--- src/rtl/instr_encoder_loader.sv ---
// Assembles MIPS R/I/J words from an op selector plus fields and writes
// them sequentially into instruction memory (IDLE -> WRITE -> IDLE/FULL).
// Ports: clk, reset (async high), clear_i (sync restart), valid_i/ready_o
//   request handshake, op_sel_i/rs_i/rt_i/rd_i/shamt_i/funct_i/imm_i/target_i
//   request fields, imem_we_o/imem_addr_o/imem_wdata_o memory write port,
//   count_o words written, full_o DEPTH written, err_o sticky illegal op.
// Optional: ENCODER_CHECKSUM_EN adds checksum_o, the XOR of committed words.
module instr_encoder_loader #(
  parameter int ADDR_WIDTH = 6,
  parameter int DEPTH      = 2**ADDR_WIDTH
) (
  input  logic                  clk,
  input  logic                  reset,
  input  logic                  clear_i,
  input  logic                  valid_i,
  output logic                  ready_o,
  input  logic [3:0]            op_sel_i,
  input  logic [4:0]            rs_i,
  input  logic [4:0]            rt_i,
  input  logic [4:0]            rd_i,
  input  logic [4:0]            shamt_i,
  input  logic [5:0]            funct_i,
  input  logic [15:0]           imm_i,
  input  logic [25:0]           target_i,
  output logic                  imem_we_o,
  output logic [ADDR_WIDTH-1:0] imem_addr_o,
  output logic [31:0]           imem_wdata_o,
  output logic [ADDR_WIDTH:0]   count_o,
  output logic                  full_o,
  output logic                  err_o
`ifdef ENCODER_CHECKSUM_EN
  ,
  output logic [31:0]           checksum_o
`endif
);

  typedef enum logic [1:0] {
    IDLE  = 2'd0,
    WRITE = 2'd1,
    FULL  = 2'd2
  } state_t;

  localparam logic [ADDR_WIDTH:0] DEPTH_C =
    (ADDR_WIDTH+1)'(DEPTH);

  state_t                state_q, state_d;
  logic [ADDR_WIDTH-1:0] addr_q, addr_d;
  logic [ADDR_WIDTH:0]   count_q, count_d;
  logic [31:0]           wdata_q, wdata_d;
  logic                  err_q, err_d;
  logic [ADDR_WIDTH:0]   cnt_inc;
  logic [31:0]           enc;
  logic                  legal;
`ifdef ENCODER_CHECKSUM_EN
  logic [31:0]           cks_q, cks_d;
`endif

  // Combinational encoder for the offered request.
  always_comb begin
    enc   = 32'h0;
    legal = 1'b1;
    unique case (op_sel_i)
      4'b0000: enc = {6'h08, rs_i, rt_i, imm_i};
      4'b0001: enc = {6'h0D, rs_i, rt_i, imm_i};
      4'b0010: enc = {6'h0F, 5'd0, rt_i, imm_i};
      4'b0011: enc = {6'h0C, rs_i, rt_i, imm_i};
      4'b0100: enc = {6'h23, rs_i, rt_i, imm_i};
      4'b0101: enc = {6'h2B, rs_i, rt_i, imm_i};
      4'b0110: enc = {6'h04, rs_i, rt_i, imm_i};
      4'b0111: enc = {6'h05, rs_i, rt_i, imm_i};
      4'b1000: enc = {6'h02, target_i};
      4'b1001: enc = {6'h03, target_i};
      4'b1111: enc = {6'h00, rs_i, rt_i, rd_i,
                      shamt_i, funct_i};
      default: legal = 1'b0;
    endcase
  end

  assign cnt_inc = count_q + 1'b1;

  always_comb begin
    state_d = state_q;
    addr_d  = addr_q;
    count_d = count_q;
    wdata_d = wdata_q;
    err_d   = err_q;
`ifdef ENCODER_CHECKSUM_EN
    cks_d   = cks_q;
`endif
    if (clear_i) begin
      state_d = IDLE;
      addr_d  = '0;
      count_d = '0;
      err_d   = 1'b0;
`ifdef ENCODER_CHECKSUM_EN
      cks_d   = 32'h0;
`endif
    end else begin
      unique case (state_q)
        IDLE: begin
          if (valid_i) begin
            if (legal) begin
              wdata_d = enc;
              state_d = WRITE;
            end else begin
              err_d = 1'b1;
            end
          end
        end
        WRITE: begin
          count_d = cnt_inc;
`ifdef ENCODER_CHECKSUM_EN
          cks_d   = cks_q ^ wdata_q;
`endif
          // Address holds at DEPTH-1 once full instead of wrapping.
          if (cnt_inc == DEPTH_C) begin
            state_d = FULL;
          end else begin
            addr_d  = addr_q + 1'b1;
            state_d = IDLE;
          end
        end
        FULL: state_d = FULL;
        default: state_d = IDLE;
      endcase
    end
  end

  always_ff @(posedge clk or posedge reset) begin
    if (reset) begin
      state_q <= IDLE;
      addr_q  <= '0;
      count_q <= '0;
      wdata_q <= 32'h0;
      err_q   <= 1'b0;
`ifdef ENCODER_CHECKSUM_EN
      cks_q   <= 32'h0;
`endif
    end else begin
      state_q <= state_d;
      addr_q  <= addr_d;
      count_q <= count_d;
      wdata_q <= wdata_d;
      err_q   <= err_d;
`ifdef ENCODER_CHECKSUM_EN
      cks_q   <= cks_d;
`endif
    end
  end

  assign ready_o      = (state_q == IDLE);
  // A clear in the WRITE cycle aborts the write combinationally.
  assign imem_we_o    = (state_q == WRITE) && !clear_i;
  assign imem_addr_o  = addr_q;
  assign imem_wdata_o = wdata_q;
  assign count_o      = count_q;
  assign full_o       = (state_q == FULL);
  assign err_o        = err_q;
`ifdef ENCODER_CHECKSUM_EN
  assign checksum_o   = cks_q;
`endif

endmodule

--- config.mk ---
export PLATFORM = sky130hd
export DESIGN_NAME = instr_encoder_loader
export DESIGN_NICKNAME = d
export VERILOG_FILES = /design/src/rtl/instr_encoder_loader.sv
export SDC_FILE = /design/constraint.sdc
export NUM_CORES = 1
export LEC_CHECK = 0
export CAP_MARGIN = 10
export CORE_MARGIN = 2
export CORE_UTILIZATION = 45
export CTS_BUF_LIST = sky130_fd_sc_hd__clkbuf_8
export CTS_CLUSTER_SIZE = 14
export DETAILED_ROUTE_END_ITERATION = 10
export DONT_BUFFER_PORTS = 1
export PLACE_DENSITY_LB_ADDON = 0.05
export SYNTH_ARGS = -nofsm -noshare
export SYNTH_HDL_FRONTEND = slang
export SYNTH_SLANG_ARGS = --single-unit
--- constraint.sdc ---
create_clock -name clk -period 4.65 [get_ports clk]
set_input_delay 1.395 -clock clk [delete_from_list [all_inputs] [get_ports clk]]
set_output_delay 1.395 -clock clk [all_outputs]
set_load 0.01 [all_outputs]
======== After elaboration in Yosys (flattened, before gate mapping) ========
Index checks and enable logic that the tools add are counted.
storage, ports and cells
  bits in registers ....................... 48
  output and inout port bits .............. 49
cells by class
  add/sub/neg operators ................... 2
  eq/ne operators ......................... 17
  multiplexer cells ....................... 16
  bitwise operators ....................... 1
  reduce and logical (&&, ||, !) cells .... 12
operators by type and width
  operator               count
  $pmux W32 S11          1
  $mux W6                3
  $eq A4 B3 Y1 const B   4
  $mux W7                2
  $eq A4 B4 Y1 const B   3
  $reduce_or A11 Y1      1
  $eq A4 B2 Y1 const B   2
  $mux W2                4
  $add A7 B1 Y7 const B  1
  $eq A7 B7 Y1 const B   1
  $add A6 B1 Y6 const B  1
  $pmux W2 S3            1
  $reduce_bool A2 Y1     3
  $mux W1                5
  $eq A4 B1 Y1 const B   1
  $logic_not A4 Y1       1
  $ne A2 B2 Y1 const B   2
  $reduce_and A2 Y1      2
  $reduce_and A4 Y1      1
  $ne A3 B2 Y1 const B   1
  $ne A3 B3 Y1 const B   1
  $reduce_and A3 Y1      1
  $eq A2 B1 Y1 const B   1
  $eq A2 B2 Y1 const B   1
  4 further kinds        4

======== Depth between registers and ports, before layout ========
  word-level depth ........................ 7
  gate-level depth with buffers ........... 8
  mapped depth without buffers ............ 6

======== Worst setup path after synthesis ========
OpenSTA, ideal clock, no wires.
  path kind ............................... in2out
  start point ............................. input clear_i
  end point ............................... output imem_we_o
  arrival time ............................ 2.057 ns
  data required time ...................... 3.255 ns
  setup slack ............................. 1.198 ns
  stages .................................. 3
  path buffers ............................ 2
  cell sequence ........................... clkbuf_1 > clkbuf_1 > nor2_1
on the way
  cells in the longest elaborated chain, start to end .. 2
ends and longest elaborated chain
  what                 line  RTL
  start, declared      14    input logic clear_i,
  $logic_not A1 Y1     153   assign imem_we_o = (state_q == WRITE) && !clear_i;
  $logic_and A1 B1 Y1  153
  end, declared        25    output logic imem_we_o,
Every way passes these cells.

======== Final worst setup path ========
Same ends and word-level chain as after synthesis.

==> impl_metrics.py <==
metrics = {
    "outcome": {
        "run_status": "complete, no violations",
    },
    "routing": {
        "ant_nets": 0,
        "vias_per_cell": 5.99,
        "drc": 0,
        "drt_iter0_drc": 83,
        "wl_um": 5740,
        "avgRoutedWirePerCell_um": 17.9,
        "firstDrtPassIters": 8,
        "vias": 1923,
    },
    "clock_tree": {
        "h-tree-depth": 2,
        "cts_hold_buf": 0,
        "path_clk_slew_ns": 0.08,
        "cts_sinks": 47,
        "numCtsBuffers": 5,
        "clk_path_buf_depth": 2,
        "cts_setup_buffers": 0,
        "cts_resized": 0,
        "cts_tree": "built",
        "clockRootBuffer": "clkbuf_8",
        "clk_latency_ns": 0.30,
    },
    "min_path": {
        "hp-start": "imem_wdata_o[17]",
        "hold_end": "imem_wdata_o[17]",
        "min_path_cells": 2,
        "min_path_type": "reg -> reg",
    },
    "floorplanning": {
        "die_h_um": 78.3,
        "die-area_um2": 6120,
        "core-area_um2": 5410,
        "dieWidth_um": 78.3,
        "num_rows": 27,
        "start_util": 0.459,
        "io_pins": 125,
    },
    "global_route": {
        "grtUsageTotal": 0.193,
        "grt_overflow_total": 0,
        "antenna_found_initial": 0,
        "grt_max_degree": 56,
        "grt_pass1_wl_um": 9200,
        "first_global_vias": 1795,
    },
    "setup_path": {
        "start_kind": "primary input",
        "crit_type": "in -> out",
        "timing.rr.end": "imem_addr_o[5]",
        "cp_num_buf_inv": 0,
        "ff2ff_path_depth": 6,
        "crit_chain": "nor2_1",
        "cp-end-kind": "output pin",
        "cpPeakStageDelay_ns": 0.19,
        "crit_family": "simple AND/OR/NAND/NOR gates",
        "path_max_fanout": 21,
        "rrSetupSlack_ns": 2.40,
        "worstPathRequired_ns": 3.25,
        "slowest_stage": "nor2_1",
        "worstPathArrival_ns": 1.59,
        "worstReg2RegStart": "count_o[0]",
    },
    "synthesis": {
        "yosys-top-cells-area": "dfrtp_1 47%, a222oi_1 6.5%, o21ai_0 6.3%",
        "synth_simple_gate_area_share": 0.170,
        "ys_seq_area_frac": 0.474,
        "synth_area_um2": 2480,
        "synthMuxAreaShare": 0.0182,
        "syn_area_per_cell_um2": 9.65,
        "synth_cells": 257,
        "async_flop_share": 1.00,
        "synth_top_family_by_area": "compound AO/OA/AOI/OAI gates",
        "yosys.area.top_type": "dfrtp_1",
        "synth.distinct_cells": 47,
        "yosysWarnings": 0,
        "synth-xor-area-share": 0.0212,
        "synthAdderAreaFrac": 0.0151,
        "synth_compound_area_frac": 0.258,
        "synth_top_cell_area_share": 0.474,
        "ys_ff_latch": 47,
        "synthFlopType": "dfrtp_1",
        "synth-edff-count": 0,
        "syn_nets": 336,
    },
    "place": {
        "hpwl_um": 4090,
        "preCtsSetupSlack_ns": 1.44,
        "place_area_um2": 2500,
        "io_buffers": 0,
        "routabilityCongestion": 0.772,
    },
    "finish": {
        "area_delta_synth_final_pct": 4.89,
        "nets": 327,
        "final_common_cell": "dfrtp_1",
        "antenna_cells": 0,
        "final_area_um2": 2600,
        "layout-drive-gt1-share": 0.0964,
        "nFillCells": 512,
        "final_cell_mix": "47 x dfrtp_1, 34 x nand2_1, 31 x o21ai_0",
    },
    "timing": {
        "tightestPinTransition_ns": 0.978,
        "hold_viol": 0,
        "grt_setup_unrepaired": "false",
        "period_minus_slack_ns": 2.98,
        "drv_slew": 0,
        "setup_viol": 0,
        "holdWs_ns": 0.551,
        "relSlewSlack": 0.347,
        "period_share": 0.641,
        "setup_ws_ns": 1.67,
        "fin_skew_ns": 0.00518,
        "tns_ns": 0,
        "max_clock_freq_mhz": 336,
    },
    "pwr": {
        "peakVddDrop_v": 0.000152,
        "p_clk_frac": 0.280,
        "netSwitchingPower_w": 0.000272,
        "power_density_nw_per_um2": 339,
        "p_total_w": 0.000881,
        "power.leakage_nw": 1.09,
        "power_frac_seq": 0.604,
        "p_int_w": 0.000609,
        "power_frac_comb": 0.116,
        "switching_share": 0.309,
    },
    "job": {
        "max_cap_viol_count": 0,
    },
}
[metal layers]
| metal | GRT usage | part of all wire | up-vias |
|---|---|---|---|
| li1 | - | - | 933 |
| met1 | 0.249 | 0.42 | 898 |
| met2 | 0.306 | 0.48 | 85 |
| met3 | 0.0644 | 0.085 | 7 |
| met4 | 0.0632 | 0.016 | 0 |
| met5 | 0 | 0 | - |
[registers in the layout, summed over array words and instances (netlist names)]
signal / cells
imem_addr_o: 6
count_o: 7
state_q: 2
err_o: 1
imem_wdata_o: 31
[final cells by class]
class                           count  area, um^2  share of cell area
Multi-Input combinational cell    185        1200               0.462
Tap cell                           72        90.1              0.0346
Clock inverter                      3        20.0             0.00769
Timing Repair Buffer                2        18.8             0.00721
Clock buffer                        5        68.8              0.0264
Inverter                            7        26.3              0.0101
Sequential cell                    47        1180               0.452
[through the flow]
step            util  instances
4_1_cts        0.479        320
6_report       0.481        321
3_3_place_gp   0.463        312
5_1_grt        0.481        321
3_5_place_dp   0.463        312
2_1_floorplan      -        257
[power by group through the flow]
| stage | sequential, W | clock (W) | combinational, W |
|---|---|---|---|
| after global routing | 0.000540 | 0.000274 | 0.000122 |
| final | 0.000533 | 0.000247 | 0.000102 |
| after CTS | 0.000534 | 0.000255 | 0.000103 |
| after global placement | 0.000542 | 0 | 0.000100 |
| after detailed placement | 0.000541 | 0 | 0.000104 |
| after floorplan | 0.000525 | 0 | 0.0000925 |
[cells by family after synthesis]
logic type / count (synthesis)
simple gates: 85
other cells: 1
buf+inv: 25
flops: 47
mux: 4
fa+ha+maj: 3
xor+xnor: 6
compound gates: 86
[cell usage after synthesis (all sizes together) (2+ instances only)]
cell / number
nand2b: 4
a22oi: 10
nand3b: 2
xor2: 4
mux2: 4
o21ai: 32
dfrtp: 47
o21a: 4
inv: 7
nand4: 2
a211oi: 2
xnor2: 2
nor3: 8
ha: 3
nor2b: 5
a21oi: 7
o22a: 3
and3: 3
nor2: 16
clkbuf: 11
buf: 7
nand2: 34
nand3: 8
a222oi: 16
[how the worst max path moves through the flow]
stage / start / end / depth (start not counted)
3_5_place_dp: op_sel_i[3] / imem_wdata_o[23] / 5
6_report: clear_i / imem_we_o / 1
2_1_floorplan: clear_i / imem_we_o / 3
5_1_grt: clear_i / imem_we_o / 1
3_3_place_gp: op_sel_i[3] / imem_wdata_o[23] / 5
4_1_cts: clear_i / imem_we_o / 1
(Power assumes the default switching activity.)
